[src/rtl/pix_fifo_pkg.sv]
// pix_fifo_pkg: shared constants and sizing helpers for the pixel FIFO.
//   ptr_width(depth)   : pointer width, at least one bit.
//   count_width(depth) : occupancy counter width, wide enough to hold depth itself.
//   DropCountWidth     : width of the optional saturating drop counter.
package pix_fifo_pkg;

    localparam int unsigned DropCountWidth = 16;

    function automatic int unsigned ptr_width(input int unsigned depth);
        int unsigned w;
        w = unsigned'($clog2(depth));
        return (w > 1) ? w : 1;
    endfunction

    function automatic int unsigned count_width(input int unsigned depth);
        return unsigned'($clog2(depth + 1));
    endfunction

endpackage

[src/rtl/pix_fifo_mem.sv]
// pix_fifo_mem: Depth x Width storage for pix_fifo.
// Kept in its own module so it can be replaced by a block-RAM implementation.
// Ports:
//   clk   : write clock
//   we    : write enable, writes wdata to mem[waddr] on the rising edge
//   waddr : write address
//   wdata : write data
//   raddr : read address (combinational read)
//   rdata : read data, mem[raddr]
// Contents are deliberately not reset.
module pix_fifo_mem
    import pix_fifo_pkg::*;
#(
    parameter int unsigned Width = 12,
    parameter int unsigned Depth = 3
) (
    input  logic                          clk,
    input  logic                          we,
    input  logic [ptr_width(Depth)-1:0]   waddr,
    input  logic [Width-1:0]              wdata,
    input  logic [ptr_width(Depth)-1:0]   raddr,
    output logic [Width-1:0]              rdata
);

    logic [Width-1:0] mem [Depth];

    always_ff @(posedge clk) begin
        if (we) begin
            mem[waddr] <= wdata;
        end
    end

    assign rdata = mem[raddr];

endmodule

[src/rtl/pix_fifo.sv]
// pix_fifo: parametrised synchronous FIFO for image-sensor pixel data.
// Circular buffer of any Depth >= 2 with valid/ready on both sides, simultaneous
// push/pop, occupancy count, sticky overflow and synchronous flush.
// Ports:
//   clk       : pixel clock, rising-edge
//   rst_      : asynchronous active-low reset
//   flush     : synchronous clear of contents and flags (highest priority)
//   din       : write valid
//   dReady    : write ready (not full)
//   d         : write data
//   qout      : read ready (consumer takes q)
//   qValid    : read valid (not empty)
//   q         : head-of-queue data
//   count     : current occupancy
//   overflow  : sticky, set when a write is refused while the consumer is idle
//   dropCount : (only with PIX_FIFO_DROP_COUNT_EN) saturating count of dropped writes
// Optional feature macro: PIX_FIFO_DROP_COUNT_EN.
module pix_fifo
    import pix_fifo_pkg::*;
#(
    parameter int unsigned Width = 12,
    parameter int unsigned Depth = 3
) (
    input  logic                          clk,
    input  logic                          rst_,
    input  logic                          flush,
    input  logic                          din,
    output logic                          dReady,
    input  logic [Width-1:0]              d,
    input  logic                          qout,
    output logic                          qValid,
    output logic [Width-1:0]              q,
    output logic [count_width(Depth)-1:0] count,
`ifdef PIX_FIFO_DROP_COUNT_EN
    output logic [DropCountWidth-1:0]     dropCount,
`endif
    output logic                          overflow
);

    localparam int unsigned PW = ptr_width(Depth);
    localparam int unsigned CW = count_width(Depth);

    localparam logic [PW-1:0] PtrLast  = PW'(Depth - 1);
    localparam logic [CW-1:0] DepthCnt = CW'(Depth);

    logic [PW-1:0] wr_ptr_q, wr_ptr_d;
    logic [PW-1:0] rd_ptr_q, rd_ptr_d;
    logic [CW-1:0] count_q, count_d;
    logic          push, pop, drop;

    // Explicit wrap so non-power-of-two depths work.
    function automatic logic [PW-1:0] ptr_next(input logic [PW-1:0] p);
        return (p == PtrLast) ? '0 : p + 1'b1;
    endfunction

    assign qValid = (count_q != '0);
    assign dReady = (count_q != DepthCnt);
    assign count  = count_q;

    // dReady is computed from the current count, so a full FIFO refuses din even
    // while it pops; that refusal is not a drop because the consumer is draining.
    assign push = din & dReady;
    assign pop  = qout & qValid;
    assign drop = din & ~dReady & ~qout;

    always_comb begin
        wr_ptr_d = wr_ptr_q;
        rd_ptr_d = rd_ptr_q;
        count_d  = count_q;
        if (flush) begin
            wr_ptr_d = '0;
            rd_ptr_d = '0;
            count_d  = '0;
        end else begin
            if (push) begin
                wr_ptr_d = ptr_next(wr_ptr_q);
            end
            if (pop) begin
                rd_ptr_d = ptr_next(rd_ptr_q);
            end
            if (push && !pop) begin
                count_d = count_q + 1'b1;
            end else if (pop && !push) begin
                count_d = count_q - 1'b1;
            end
        end
    end

    always_ff @(posedge clk or negedge rst_) begin
        if (!rst_) begin
            wr_ptr_q <= '0;
            rd_ptr_q <= '0;
            count_q  <= '0;
        end else begin
            wr_ptr_q <= wr_ptr_d;
            rd_ptr_q <= rd_ptr_d;
            count_q  <= count_d;
        end
    end

`ifdef PIX_FIFO_DROP_COUNT_EN
    logic [DropCountWidth-1:0] drop_cnt_q, drop_cnt_d;

    always_comb begin
        drop_cnt_d = drop_cnt_q;
        if (flush) begin
            drop_cnt_d = '0;
        end else if (drop && (drop_cnt_q != '1)) begin
            drop_cnt_d = drop_cnt_q + 1'b1;
        end
    end

    always_ff @(posedge clk or negedge rst_) begin
        if (!rst_) begin
            drop_cnt_q <= '0;
        end else begin
            drop_cnt_q <= drop_cnt_d;
        end
    end

    // Saturation keeps the counter non-zero once set, so it doubles as the sticky flag.
    assign dropCount = drop_cnt_q;
    assign overflow  = (drop_cnt_q != '0);
`else
    logic ovf_q, ovf_d;

    always_comb begin
        ovf_d = ovf_q;
        if (flush) begin
            ovf_d = 1'b0;
        end else if (drop) begin
            ovf_d = 1'b1;
        end
    end

    always_ff @(posedge clk or negedge rst_) begin
        if (!rst_) begin
            ovf_q <= 1'b0;
        end else begin
            ovf_q <= ovf_d;
        end
    end

    assign overflow = ovf_q;
`endif

    pix_fifo_mem #(
        .Width (Width),
        .Depth (Depth)
    ) u_mem (
        .clk   (clk),
        .we    (push & ~flush),
        .waddr (wr_ptr_q),
        .wdata (d),
        .raddr (rd_ptr_q),
        .rdata (q)
    );

`ifndef SYNTHESIS
    count_max_a : assert property (@(posedge clk) disable iff (!rst_) count_d <= DepthCnt);
    count_min_a : assert property (@(posedge clk) disable iff (!rst_)
                                   (pop && !push) |-> (count_q != '0));
`endif

endmodule
[config.mk]
export PLATFORM = sky130hd
export DESIGN_NAME = pix_fifo
export DESIGN_NICKNAME = d
export VERILOG_FILES = /design/src/rtl/pix_fifo_pkg.sv /design/src/rtl/pix_fifo_mem.sv /design/src/rtl/pix_fifo.sv
export SDC_FILE = /design/constraint.sdc
export NUM_CORES = 1
export LEC_CHECK = 0
export BUFFER_PORTS_ARGS = -buffer_cell sky130_fd_sc_hd__buf_2
export CAP_MARGIN = 20
export CORE_MARGIN = 2
export CORE_UTILIZATION = 30
export DETAILED_ROUTE_END_ITERATION = 8
export PLACE_DENSITY = 0.48
export SYNTH_ARGS = -nofsm -noshare
export SYNTH_HDL_FRONTEND = slang
export SYNTH_SLANG_ARGS = --single-unit
[constraint.sdc]
create_clock -name clk -period 2.3 [get_ports clk]
set_clock_uncertainty 0.15 [all_clocks]
set_input_delay 0 -clock clk [delete_from_list [all_inputs] [get_ports clk]]
set_output_delay 0 -clock clk [all_outputs]
set_load 0.01 [all_outputs]
* Word level (Yosys, flattened, before mapping)
Memory sizes are Yosys's and may differ from the RTL's. Cells that the tools add are included.
Word-level totals: register bits after elaboration 7, bits in latches 0, memory bits (writable) 36, ROM bits 0, input port bits 17, output and inout port bits 17, logic and storage cells 42, memories 1
Memory list:
- u_mem.mem | depth 3, bits a word 12, read ports 1, clocked after memory_dff 0, wr ports 1, line pix_fifo_mem.sv:25 | logic [Width-1:0] mem [Depth];
Cells by class: add/subtract/negate cells 4, multipliers 0, div/mod/pow operators 0, $lt $le $gt $ge 0, eq/ne operators 3, shifts and indexed selects 0, muxes and demuxes 13, bitwise gates (word level) 8, reductions and logical operators 9
Operators by type and width (count):
- 2-bit two-way mux | 9
- 2-bit nonzero test | 4
- 2-bit by 1-bit adder with 2-bit output (second input constant) | 3
- 1-bit AND | 5
- 2-bit == test (second input constant) | 2
- 1-bit two-way mux | 4
- 1-bit inverter | 3
- 3-bit nonzero test | 1
- 1-bit logical AND | 2
- 1-bit zero test | 2
- 2-bit inequality test (second input constant) | 1
- 2-bit by 1-bit subtractor with 2-bit output (second input constant) | 1

* Longest topological paths before layout
Gate-level depths: netlist (run 1).
depth in word-level cells 7, depth in mapped cells 4, mapped depth without buffers 3

* Cells and area by module
From an unflattened synthesis (run 1), not the netlist that was laid out.
Unflattened totals: cell total of the unflattened synthesis 118, area total of the unflattened synthesis 1735.4 µm²
Modules (own cells, without submodules):
- pix_fifo_mem | times used 1, cells each 78, area an instance 1356.3 µm²
- pix_fifo | times used 1, cells each 40, area an instance 379.1 µm²

* Worst setup path before layout (run 1)
Ideal clock, no wire load.
path kind register to register, start point register count_q[0] (netlist: count[0]), end point memory u_mem.mem[2][0], enable pin, setup time 0.399 ns, arrival 1.743 ns, required time 1.751 ns, slack 0.008 ns, stages on the path, launching flop included 4, buffers on the path 0, cell sequence dfrtp_1 nand2_1 nand3b_1 nor3b_1
Between the ends: word-level cells in the longest chain between the ends 5
RTL lines:
- start, declared | line pix_fifo.sv:48 | logic [CW-1:0] count_q, count_d;
- start signal, assigned | line pix_fifo.sv:97 | count_q <= count_d;
- 2-bit inequality test | line pix_fifo.sv:57 | assign dReady = (count_q != DepthCnt);
- net dReady | line pix_fifo.sv:28 | output logic dReady,
- 1-bit AND | line pix_fifo.sv:62 | assign push = din & dReady;
- 1-bit AND | line pix_fifo.sv:152 | .we (push & ~flush),
- 1-bit two-way mux | line pix_fifo_mem.sv:28 | if (we) begin
- 1-bit two-way mux (not written as such) | line pix_fifo_mem.sv:29 | mem[waddr] <= wdata;
- end, declared | line pix_fifo_mem.sv:25
The timed path passes the listed nets, and every way through them passes these cells.

* Worst setup path in the final report (run 1)
start point register rd_ptr_q[0], end point register rd_ptr_q[0]
Between the ends: word-level cells in the longest chain between the ends 4, elaborated cells on any way between the ends 5, classes of those cells add/sub: 1; eq/ne: 1; mux: 3
RTL lines:
- start, declared | line pix_fifo.sv:47 | logic [PW-1:0] rd_ptr_q, rd_ptr_d;
- start signal, assigned | line pix_fifo.sv:96 | rd_ptr_q <= rd_ptr_d;
- 2-bit by 1-bit adder with 2-bit output or 2-bit == test (tied branches) | line pix_fifo.sv:53 | return (p == PtrLast) ? '0 : p + 1'b1;
- 2-bit two-way mux (*) | line pix_fifo.sv:53
- 2-bit two-way mux (*) | line pix_fifo.sv:78 | if (pop) begin
- 2-bit two-way mux (*) | line pix_fifo.sv:70 | if (flush) begin
Every way passes the cells marked *; elsewhere a longest branch is shown, timed or not. The select of a mux whose other input is x is not followed. A chain may end at the register's enable or synchronous reset.

==> results of run 1 <==
-- state kept, by name, summed over array words and instances (netlist names) --
| signal | flops |
|---|---|
| u_mem.mem | 36 |
| count | 2 |
| rd_ptr_q | 2 |
| wr_ptr_q | 2 |
| overflow | 1 |
-- through the flow --
step | instance area, sq um | setup slack (ps) | hold slack, ps | power, uW | cells
after global placement | 1980 | 716 | -307 | 1030 | 221
after CTS | 2240 | 248 | 287 | 1520 | 247
after floorplan | 1710 | 8.00 | -446 | 974 | 118
after detailed placement | 1980 | 676 | -303 | 1040 | 221
after global routing | 2240 | 118 | 299 | 1580 | 247
final | 2240 | 266 | 297 | 1500 | 247
-- per-layer routing --
layer	track usage	vias up	share of wire
li1	-	541	-
met3	0.0362	6	0.043
met1	0.129	537	0.44
met2	0.183	23	0.51
met5	0	-	0
met4	0.0362	0	0.012
-- final cells by class --
cell class / instances / area share
Clock inverter: 2 / 0.00558
Sequential cell: 43 / 0.561
Clock buffer: 6 / 0.0324
Inverter: 1 / 0.00168
Tap cell: 72 / 0.0402
Multi-Input combinational cell: 68 / 0.192
Timing Repair Buffer: 55 / 0.168
-- cell usage in the layout (no fill, tap or decap), types with 2 or more instances in the layout --
master	Yosys	layout
nor2b_1	3	3
buf_4	1	4
o21ai_1	3	3
dlygate4sd3_1	0	18
mux2i_1	14	14
a21oi_1	4	4
buf_2	1	33
clkbuf_8	0	5
o21ai_0	12	12
nand2b_1	2	2
dfrtp_1	7	7
nand2_1	15	15
nor2_1	4	4
edfxtp_1	36	36
-- timing repair --
item | CTS | global route
hold buffers | 18 | 0
setup endpoints to repair | 0 | 0
gates resized for setup | 0 | 0
endpoints found under the hold margin | 50 | 0
-- logic make-up after synthesis --
logic type / Yosys count / share of synthesized area
AO/OA/AOI/OAI: 22 / 0.0689
multiplexers: 15 / 0.0886
buffers and inverters: 7 / 0.0183
AND/OR/NAND/NOR: 31 / 0.0886
flip-flops: 43 / 0.736
-- worst max-delay path by stage --
| stage | cells past startpoint | slack [ps] | start | end |
|---|---|---|---|---|
| 6_report | 3 | 270 | rd_ptr_q[0] | rd_ptr_q[0] |
| 5_1_grt | 3 | 120 | rd_ptr_q[1] | rd_ptr_q[0] |
| 4_1_cts | 3 | 250 | rd_ptr_q[0] | rd_ptr_q[0] |
| 3_5_place_dp | 2 | 680 | rd_ptr_q[0] | rd_ptr_q[1] |
| 3_3_place_gp | 2 | 720 | rd_ptr_q[0] | rd_ptr_q[1] |
| 2_1_floorplan | 3 | 8 | count[0] | u_mem.mem[2][0] |
-- power breakdown --
part	total, uW	leakage [uW]	switching [uW]	internal (uW)
clock	454	0.0000412	242	212
combinational	147	0.000354	69.3	77.8
sequential	895	0.000423	23.1	871
total	1500	0.000818	334	1160
==> summary.md, run 1 <==
| Metric | Value |
|---|---|
| Syn Inst Count | `roughly 120` |
| Crit path largest cell delay | `~700 ps` |
| Post-synthesis cell type count | `24` |
| Hold Path Origin | `d[9]` |
| Die Wd | `just under 80 um` |
| Syn Area/Cell | `14.5 sq um` |
| Mapped cell area | `1710 sq um` |
| Initial core utilization | `0.310` |
| DR DRC count | `0` |
| Slew Limit Fails | `0` |
| Clock root cell | `clkbuf_8` |
| FF-to-FF End | `rd_ptr_q[0]` |
| Sink Count | `43` |
| ANT nets after route | `0` |
| Post-Route Setup TNS | `0 ps` |
| Worst-Skew Late Latency | `280 ps` |
| Initial antenna violation count | `0` |
| Cell with the most instances after synthesis | `edfxtp_1` |
| IO Count | `34` |
| Async set-reset flop share out of synthesis | `0.163` |
| Worst slew pin tran | `approximately 800 ps` |
| Yosys Warn Count | `0` |
| Via density | `~4.5` |
| Buffers plus inverters on the worst setup path | `1` |
| Routed WL | `slightly above 3000 um` |
| Power per cell area | `667 nW/um^2` |
| Vias in the first global route | `about 1100` |
| R2r startpoint | `rd_ptr_q[0]` |
| 1st-iter DRT viols | `57` |
| Post-synth EDFFs | `36` |
| Worst setup SP type | `flip-flop` |
| Placer Congestion | `about 0.68` |
| Final hold vios | `0` |
| RSZ-0062 raised after global routing | `false` |
| PortBufs | `33` |
| Total gr overflow | `0` |
| Footprint of the multi-input gates | `between 400 and 500 sq um` |
| MaxCap Viol Count | `0` |
| Core Box Area | `approximately 5500 sq um` |
| Final setup fails | `0` |
| TritonCTS buffer count | `5` |
| # diodes | `0` |
| H-tree levels | `2` |
| Clock Path Buffers | `2` |
| Fin nets | `approximately 190` |
| CP arrival | `between 2000 and 2500 ps` |
| Core Util, Final | `0.407` |
| CP cell instances | `or3_1 > a21oi_1 > dlygate4sd3_1` |
| Final min period | `a little over 2000 ps` |
| Fmax | `492 MHz` |
| Cell count of the worst reg-to-reg path | `3` |
| Critical path type | `reg2reg` |
| Layout filler cell count | `between 500 and 600` |
| Largest delay contributor family on the critical path | `flip-flops` |
| Outcome | `completed` |
| Rows | `27` |
| FF-to-FF setup slack | `270 ps` |
| Hold path depth | `2` |
| Final worst-path cycle share | `0.884` |
| Hold Path Class | `in2reg` |
| First-pass GRT wire length | `just over 5000 um` |
| DR vias | `approximately 1100` |
| DIE AREA | `about 6300 sq um` |
| Yosys reg bits | `43` |
| CP max-delay cell | `dfrtp_1` |
| Total Routing Usage GR | `0.108` |
| Pin count of the biggest net entering global routing | `28` |
| FF+latch area | `about 1300 sq um` |
| Synth Flop Type | `edfxtp_1` |
| Clk slew on worst S/H paths | `~80 ps` |
| Seq/Total Area, Yosys | `0.736` |
| Worst setup EP type | `flip-flop` |
| CP max FO | `15` |
| # Post-CTS Setup Buffers | `0` |
| Worst Hold Endpoint | `u_mem.mem[1][9]` |
| Yosys top cell by area | `edfxtp_1` |
| Post-synth top area share | `0.633` |
| Area contributors post-synth | `edfxtp_1 (63%), dfrtp_1 (10%), mux2i_1 (8.2%)` |
| Die height | `~79 um` |
| Max-slew headroom | `0.464` |
| CTS tree | `built` |
| Share of cells above drive strength 1 | `0.274` |
| Worst vdd ir | `approximately 0.23 mV` |
| Routed len/inst | `12.5 um` |
| Synth cell count leaders | `edfxtp_1 (36), nand2_1 (15), mux2i_1 (14)` |
| Area grow syn2layout | `31.2%` |
| DRT Pass-1 Iters | `4` |
| Syn nets | `135` |
| Post-DP HPWL | `around 2100 um` |
| Critical path required time | `approximately 2400 ps` |
| Leakage power | `between 0.0008 and 0.0009 uW` |
Power figures use the tool's default switching activity.
==> run 2: changes to the inputs <==
--- a/config.mk
+++ b/config.mk
@@ -5,10 +5,11 @@
 export SDC_FILE = /design/constraint.sdc
 export NUM_CORES = 1
 export LEC_CHECK = 0
-export BUFFER_PORTS_ARGS = -buffer_cell sky130_fd_sc_hd__buf_2
+export BUFFER_PORTS_ARGS = -buffer_cell sky130_fd_sc_hd__clkbuf_2
 export CAP_MARGIN = 20
-export CORE_MARGIN = 2
+export CORE_MARGIN = 8
 export CORE_UTILIZATION = 30
+export CTS_BUF_LIST = sky130_fd_sc_hd__clkbuf_4 sky130_fd_sc_hd__clkbuf_8
 export DETAILED_ROUTE_END_ITERATION = 8
 export PLACE_DENSITY = 0.48
 export SYNTH_ARGS = -nofsm -noshare
==> run 2 against run 1 <==
Effect of this change: combinational power barely moved; routed wire length rose by 7.8%; cell count fell by 0.40%; setup slack got worse by 130 ps; clock-buffer cell count did not move; first-iteration DRC count rose by 40%; final area fell by 0.17%; flip-flop and latch count did not move; global-route usage fell by 2.3 points; core utilization fell by 0.068 points; non-clock buffer count fell by 1; clock power rose by 3%.
==> summary.md, run 2 (same netlist as run 1, synthesis figures left out) <==
| Metric | Value |
|---|---|
| Outcome | `completed (unchanged)` |
| Int Power | `1170 uW (was 1160 uW)` |
| Power per cell area | `675 nW/um^2 (was 667 nW/um^2)` |
| RSZ-0062 raised after global routing | `false (unchanged)` |
| Die Wd | `91.5 um (was 79.5 um)` |
| FF+latch area | `1260 sq um (unchanged)` |
| 1st-iter DRT viols | `80 (was 57)` |
| Total power | `1510 uW (was 1500 uW)` |
| Fmax | `463 MHz (was 492 MHz)` |
| Most flops, register | `u_mem.mem (unchanged)` |
| Final worst-path cycle share | `0.940 (was 0.884)` |
| Critical path required time | `2380 ps (was 2370 ps)` |
| CP max FO | `15 (unchanged)` |
| Post_cts resized | `0 (unchanged)` |
| Wl on met1 | `1380 um (was 1350 um)` |
| Commonest cells after routing, fill and taps aside | `edfxtp_1 (36), clkbuf_2 (33), dlygate4sd3_1 (18), nand2_1 (15), mux2i_1 (14) (was edfxtp_1 (36), buf_2 (33), dlygate4sd3_1 (18), nand2_1 (15), mux2i_1 (14))` |
| Placer Congestion | `0.694 (was 0.675)` |
| CP arrival | `2240 ps (was 2110 ps)` |
| ANT nets after route | `0 (unchanged)` |
| Worst slew pin tran | `802 ps (was 805 ps)` |
| Critical path type | `reg2reg (unchanged)` |
| Slew Limit Fails | `0 (unchanged)` |
| Worst setup SP type | `flip-flop (unchanged)` |
| DIE AREA | `8360 sq um (was 6310 sq um)` |
| Clock root cell | `clkbuf_8 (unchanged)` |
| Total gr overflow | `0 (unchanged)` |
| Total Routing Usage GR | `0.0850 (was 0.108)` |
| Final setup fails | `0 (unchanged)` |
| DRT Pass-1 Iters | `4 (unchanged)` |
| Largest register FFs | `36 (unchanged)` |
| Die height | `91.5 um (was 79.5 um)` |
| Initial core utilization | `0.310 (unchanged)` |
| Critical Path Start | `rd_ptr_q[0] (unchanged)` |
| Max layer used | `met4 (unchanged)` |
| Register share of total power | `0.592 (was 0.598)` |
| Max-slew headroom | `0.466 (was 0.464)` |
| # diodes | `0 (unchanged)` |
| Fin nets | `190 (was 191)` |
| Leakage power | `0.000821 uW (was 0.000818 uW)` |
| IO Count | `34 (unchanged)` |
| Net Sw Power | `340 uW (was 334 uW)` |
| Final hold vios | `0 (unchanged)` |
| # Post-CTS Setup Buffers | `0 (unchanged)` |
| Routed len/inst | `13.6 um (was 12.5 um)` |
| Worst-Skew Late Latency | `290 ps (was 280 ps)` |
| Layout filler cell count | `538 (was 521)` |
| Clock power frac | `0.311 (was 0.303)` |
| Sink Count | `43 (unchanged)` |
| Core Box Area | `5510 sq um (unchanged)` |
| Cell count of the worst reg-to-reg path | `3 (unchanged)` |
| Sw frac | `0.225 (was 0.223)` |
| DR WL met3 | `168 um (was 132 um)` |
| R2r startpoint | `rd_ptr_q[0] (unchanged)` |
| PortBufs | `33 (unchanged)` |
| Area grow syn2layout | `31.0% (was 31.2%)` |
| Hold Path Class | `in2reg (unchanged)` |
| Clk slew on worst S/H paths | `80 ps (about the same)` |
| DR DRC count | `0 (unchanged)` |
| Post-Route Setup TNS | `0 ps (unchanged)` |
| Footprint of the multi-input gates | `430 sq um (unchanged)` |
| Rows | `27 (unchanged)` |
| Post-DP HPWL | `2240 um (was 2060 um)` |
| Hold path depth | `2 (unchanged)` |
| Fin Hold WS | `296 ps (was 297 ps)` |
| Routed WL | `3330 um (was 3090 um)` |
| Cts hold-fix bufs | `18 (unchanged)` |
| Worst vdd ir | `0.249 mV (was 0.228 mV)` |
| Vias in the first global route | `1111 (was 1067)` |
| Pin count of the biggest net entering global routing | `28 (unchanged)` |
| Hold Path Origin | `d[6] (was d[9])` |
| WL met2 | `1710 um (was 1570 um)` |
| Initial antenna violation count | `0 (unchanged)` |
| TritonCTS buffer count | `5 (unchanged)` |
| Final min period | `2160 ps (was 2030 ps)` |
| Commonest non-fill, non-tap cell in the layout | `edfxtp_1 (unchanged)` |
| Share of cells above drive strength 1 | `0.276 (was 0.274)` |
| H-tree levels | `2 (unchanged)` |
| Clock Path Buffers | `2 (unchanged)` |
| Worst setup EP type | `flip-flop (unchanged)` |
| MaxCap Viol Count | `0 (unchanged)` |
| DR vias | `1076 (was 1107)` |
| Power share of the combinational group | `0.097 (was 0.098)` |
| Via density | `4.37 (was 4.48)` |
| CTS tree | `built (unchanged)` |
| First-pass GRT wire length | `5600 um (was 5090 um)` |
run 2: path summary, 6_finish.rpt:
check                                        to  slack (ps)
worst min-delay path            u_mem.mem[1][6]         300
worst min register to register         overflow         360
worst max-delay path                rd_ptr_q[1]         140
worst max register to register      rd_ptr_q[1]         140
max in group asynchronous           rd_ptr_q[0]        1210
min in group asynchronous           wr_ptr_q[0]         520
run 2: power by group through the flow:
stage	clock, uW	sequential, uW	combinational [uW]
after detailed placement	0	913	127
after floorplan	0	900	74.2
final	469	895	147
after global placement	0	912	125
after CTS	486	895	151
after global routing	521	898	163
run 2: area by class of cell:
| cell class | instances | area share |
|---|---|---|
| Sequential cell | 43 | 0.562 |
| Inverter | 1 | 0.00168 |
| Clock inverter | 2 | 0.00559 |
| Multi-Input combinational cell | 68 | 0.192 |
| Timing Repair Buffer | 54 | 0.164 |
| Tap cell | 72 | 0.0403 |
| Clock buffer | 6 | 0.0341 |
run 2: per-layer routing:
layer,GRT usage,up-vias
li1,-,539
met1,0.0843,513
met2,0.153,19
met3,0.0288,5
met4,0.0450,0
met5,0,-
run 2: worst max-delay path, stage by stage, from the launching register on:
cell	delay, ps
dfrtp_1	870
or3b_1	410
a21oi_1	120
dlygate4sd3_1	550
run 2: stage by stage:
step | worst slack [ps] | util | area (sq um) | instances
after CTS | 111 | 0.406 | 2240 | 246
after detailed placement | 657 | 0.357 | 1970 | 220
after global placement | 707 | 0.357 | 1970 | 220
final | 139 | 0.406 | 2240 | 246
after floorplan | 8.00 | - | 1710 | 118
after global routing | 56.4 | 0.406 | 2240 | 246
==> run 3: changes to the inputs <==
--- a/config.mk
+++ b/config.mk
@@ -8,10 +8,11 @@
 export BUFFER_PORTS_ARGS = -buffer_cell sky130_fd_sc_hd__clkbuf_2
 export CAP_MARGIN = 20
 export CORE_MARGIN = 8
-export CORE_UTILIZATION = 30
+export CORE_UTILIZATION = 56
 export CTS_BUF_LIST = sky130_fd_sc_hd__clkbuf_4 sky130_fd_sc_hd__clkbuf_8
+export CTS_CLUSTER_DIAMETER = 50
 export DETAILED_ROUTE_END_ITERATION = 8
-export PLACE_DENSITY = 0.48
+export PLACE_DENSITY = 0.8
 export SYNTH_ARGS = -nofsm -noshare
 export SYNTH_HDL_FRONTEND = slang
 export SYNTH_SLANG_ARGS = --single-unit
==> run 3 against run 2 <==
Effect of this change: register-to-register slack about the same; critical path depth unchanged; sequential share of layout area up 1.9 points; cell count down 15%; global-route usage up 6.0 points; setup slack better by 0.89 ps; combinational power about the same; routed wire length about the same; final area down 3.2%; maximum frequency about the same; critical endpoint unchanged.
==> summary.md, run 3 (same netlist as run 1, synthesis figures left out) <==
| Metric | Value |
|---|---|
| Fmax | `463 MHz (about the same)` |
| Placer Congestion | `0.769 (was 0.694)` |
| GR peak layer | `met2 (unchanged)` |
| H-tree levels | `2 (unchanged)` |
| Final worst-path cycle share | `0.939 (was 0.940)` |
| CTS tree | `built (unchanged)` |
| Critical path type | `reg2reg (unchanged)` |
| DRT Pass-1 Iters | `4 (unchanged)` |
| ANT nets after route | `0 (unchanged)` |
| Slew Limit Fails | `0 (unchanged)` |
| First-pass GRT wire length | `5560 um (was 5600 um)` |
| PortBufs | `33 (unchanged)` |
| Core Box Area | `2980 sq um (was 5510 sq um)` |
| DR vias | `1085 (was 1076)` |
| Commonest non-fill, non-tap cell in the layout | `edfxtp_1 (unchanged)` |
| Power per cell area | `650 nW/um^2 (was 675 nW/um^2)` |
| Clock root cell | `clkbuf_4 (was clkbuf_8)` |
| CP arrival | `2300 ps (was 2240 ps)` |
| TritonCTS buffer count | `5 (unchanged)` |
| Worst setup EP type | `flip-flop (unchanged)` |
| Sw frac | `0.225 (about the same)` |
| Total Routing Usage GR | `0.145 (was 0.0850)` |
| Max-slew headroom | `0.487 (was 0.466)` |
| Worst Slack Setup Final | `140 ps (was 139 ps)` |
| Met3 Use GR | `0.0404 (was 0.0288)` |
| Commonest cells after routing, fill and taps aside | `edfxtp_1 (36), clkbuf_2 (33), dlygate4sd3_1 (18), nand2_1 (15), mux2i_1 (14) (unchanged)` |
| Die Wd | `71.2 um (was 91.5 um)` |
| Clock Path Buffers | `2 (unchanged)` |
| Leakage power | `0.000818 uW (was 0.000821 uW)` |
| 1st-iter DRT viols | `73 (was 80)` |
| Met2 Use GR | `0.239 (was 0.153)` |
| Share of cells above drive strength 1 | `0.280 (was 0.276)` |
| IO Count | `34 (unchanged)` |
| Fin Hold WS | `234 ps (was 296 ps)` |
| Hold Path Class | `in2reg (unchanged)` |
| Final hold vios | `0 (unchanged)` |
| # diodes | `0 (unchanged)` |
| Critical path required time | `2440 ps (was 2380 ps)` |
| Post-Route Setup TNS | `0 ps (unchanged)` |
| Routed len/inst | `16.0 um (was 13.6 um)` |
| Met1 GRT Util | `0.162 (was 0.0843)` |
| DR DRC count | `0 (unchanged)` |
| Via density | `5.22 (was 4.37)` |
| Int Power | `1090 uW (was 1170 uW)` |
| Register share of total power | `0.637 (was 0.592)` |
| Rows | `20 (was 27)` |
| Clk slew on worst S/H paths | `110 ps (was 80 ps)` |
| DIE AREA | `5070 sq um (was 8360 sq um)` |
| Clock power frac | `0.259 (was 0.311)` |
| Sink Count | `43 (unchanged)` |
| Area grow syn2layout | `26.7% (was 31.0%)` |
| Power share of the combinational group | `0.104 (was 0.097)` |
| Vias in the first global route | `1139 (was 1111)` |
| Final setup fails | `0 (unchanged)` |
| Initial antenna violation count | `0 (unchanged)` |
| Die height | `71.2 um (was 91.5 um)` |
| Pin count of the biggest net entering global routing | `28 (unchanged)` |
| Worst-Skew Late Latency | `350 ps (was 290 ps)` |
| Net Sw Power | `316 uW (was 340 uW)` |
| Fin nets | `191 (was 190)` |
| Most flops, register | `u_mem.mem (unchanged)` |
| MaxCap Viol Count | `0 (unchanged)` |
| Post_cts resized | `0 (unchanged)` |
| Initial core utilization | `0.574 (was 0.310)` |
| CP max FO | `15 (unchanged)` |
| Post-DP HPWL | `2190 um (was 2240 um)` |
| Largest register FFs | `36 (unchanged)` |
| Worst vdd ir | `0.380 mV (was 0.249 mV)` |
| Place WS | `536 ps (was 657 ps)` |
| Total gr overflow | `0 (unchanged)` |
| Routed WL | `3340 um (was 3330 um)` |
| RSZ-0062 raised after global routing | `false (unchanged)` |
| Worst setup SP type | `flip-flop (unchanged)` |
| Outcome | `completed (unchanged)` |
| Final min period | `2160 ps (about the same)` |
| Core Util, Final | `0.727 (was 0.406)` |
| Worst slew pin tran | `769 ps (was 802 ps)` |
[run 3: worst max-delay path: stages (launching register included)]
cell and delay (ps):
dfrtp_1 850, or3b_1 410, a21oi_1 120, dlygate4sd3_1 570
[run 3: per-stage QoR]
stage / cell area, sq um / cells / power, uW
6_report: 2160 / 208 / 1410
5_1_grt: 2160 / 208 / 1460
4_1_cts: 2160 / 208 / 1420
3_5_place_dp: 1930 / 182 / 1040
3_3_place_gp: 1930 / 182 / 1030
2_1_floorplan: 1710 / 118 / 974
[run 3: worst paths after layout]
path	start	depth (start not counted)	slack (ps)	to
worst max-delay path	rd_ptr_q[0]	3	140	rd_ptr_q[1]
worst min-delay path	d[9]	2	230	u_mem.mem[0][9]
worst max register to register	rd_ptr_q[0]	3	140	rd_ptr_q[1]
worst min register to register	overflow	2	380	overflow
max in group asynchronous	rst_	3	1330	count[0]
min in group asynchronous	rst_	3	440	overflow
[run 3: layout make-up]
| cell class | instances | area [sq um] |
|---|---|---|
| Tap cell | 33 | 41.3 |
| Sequential cell | 43 | 1260 |
| Fill cell | 198 | 813 |
| Inverter | 1 | 3.75 |
| Clock inverter | 1 | 5.00 |
| Timing Repair Buffer | 55 | 375 |
| Multi-Input combinational cell | 68 | 430 |
| Clock buffer | 7 | 52.6 |
[run 3: power groups by stage]
stage	Clock (uW)	Combinational, uW	Sequential [uW]
floorplan	0	74.2	900
global placement	0	120	911
detailed placement	0	124	913
CTS	378	147	895
global route	403	162	899
finish	364	147	896
[run 3: what timing repair did]
item                                    CTS  global route
setup buffers                             0             0
endpoints found under the setup margin    0             0
hold buffers                             18             0
hold endpoints to repair                 50             0
[run 3: layer usage]
metal	share of wire	vias to the layer above
met2	0.49	34
met4	0.036	0
li1	-	549
met3	0.058	11
met1	0.42	491
met5	0	-
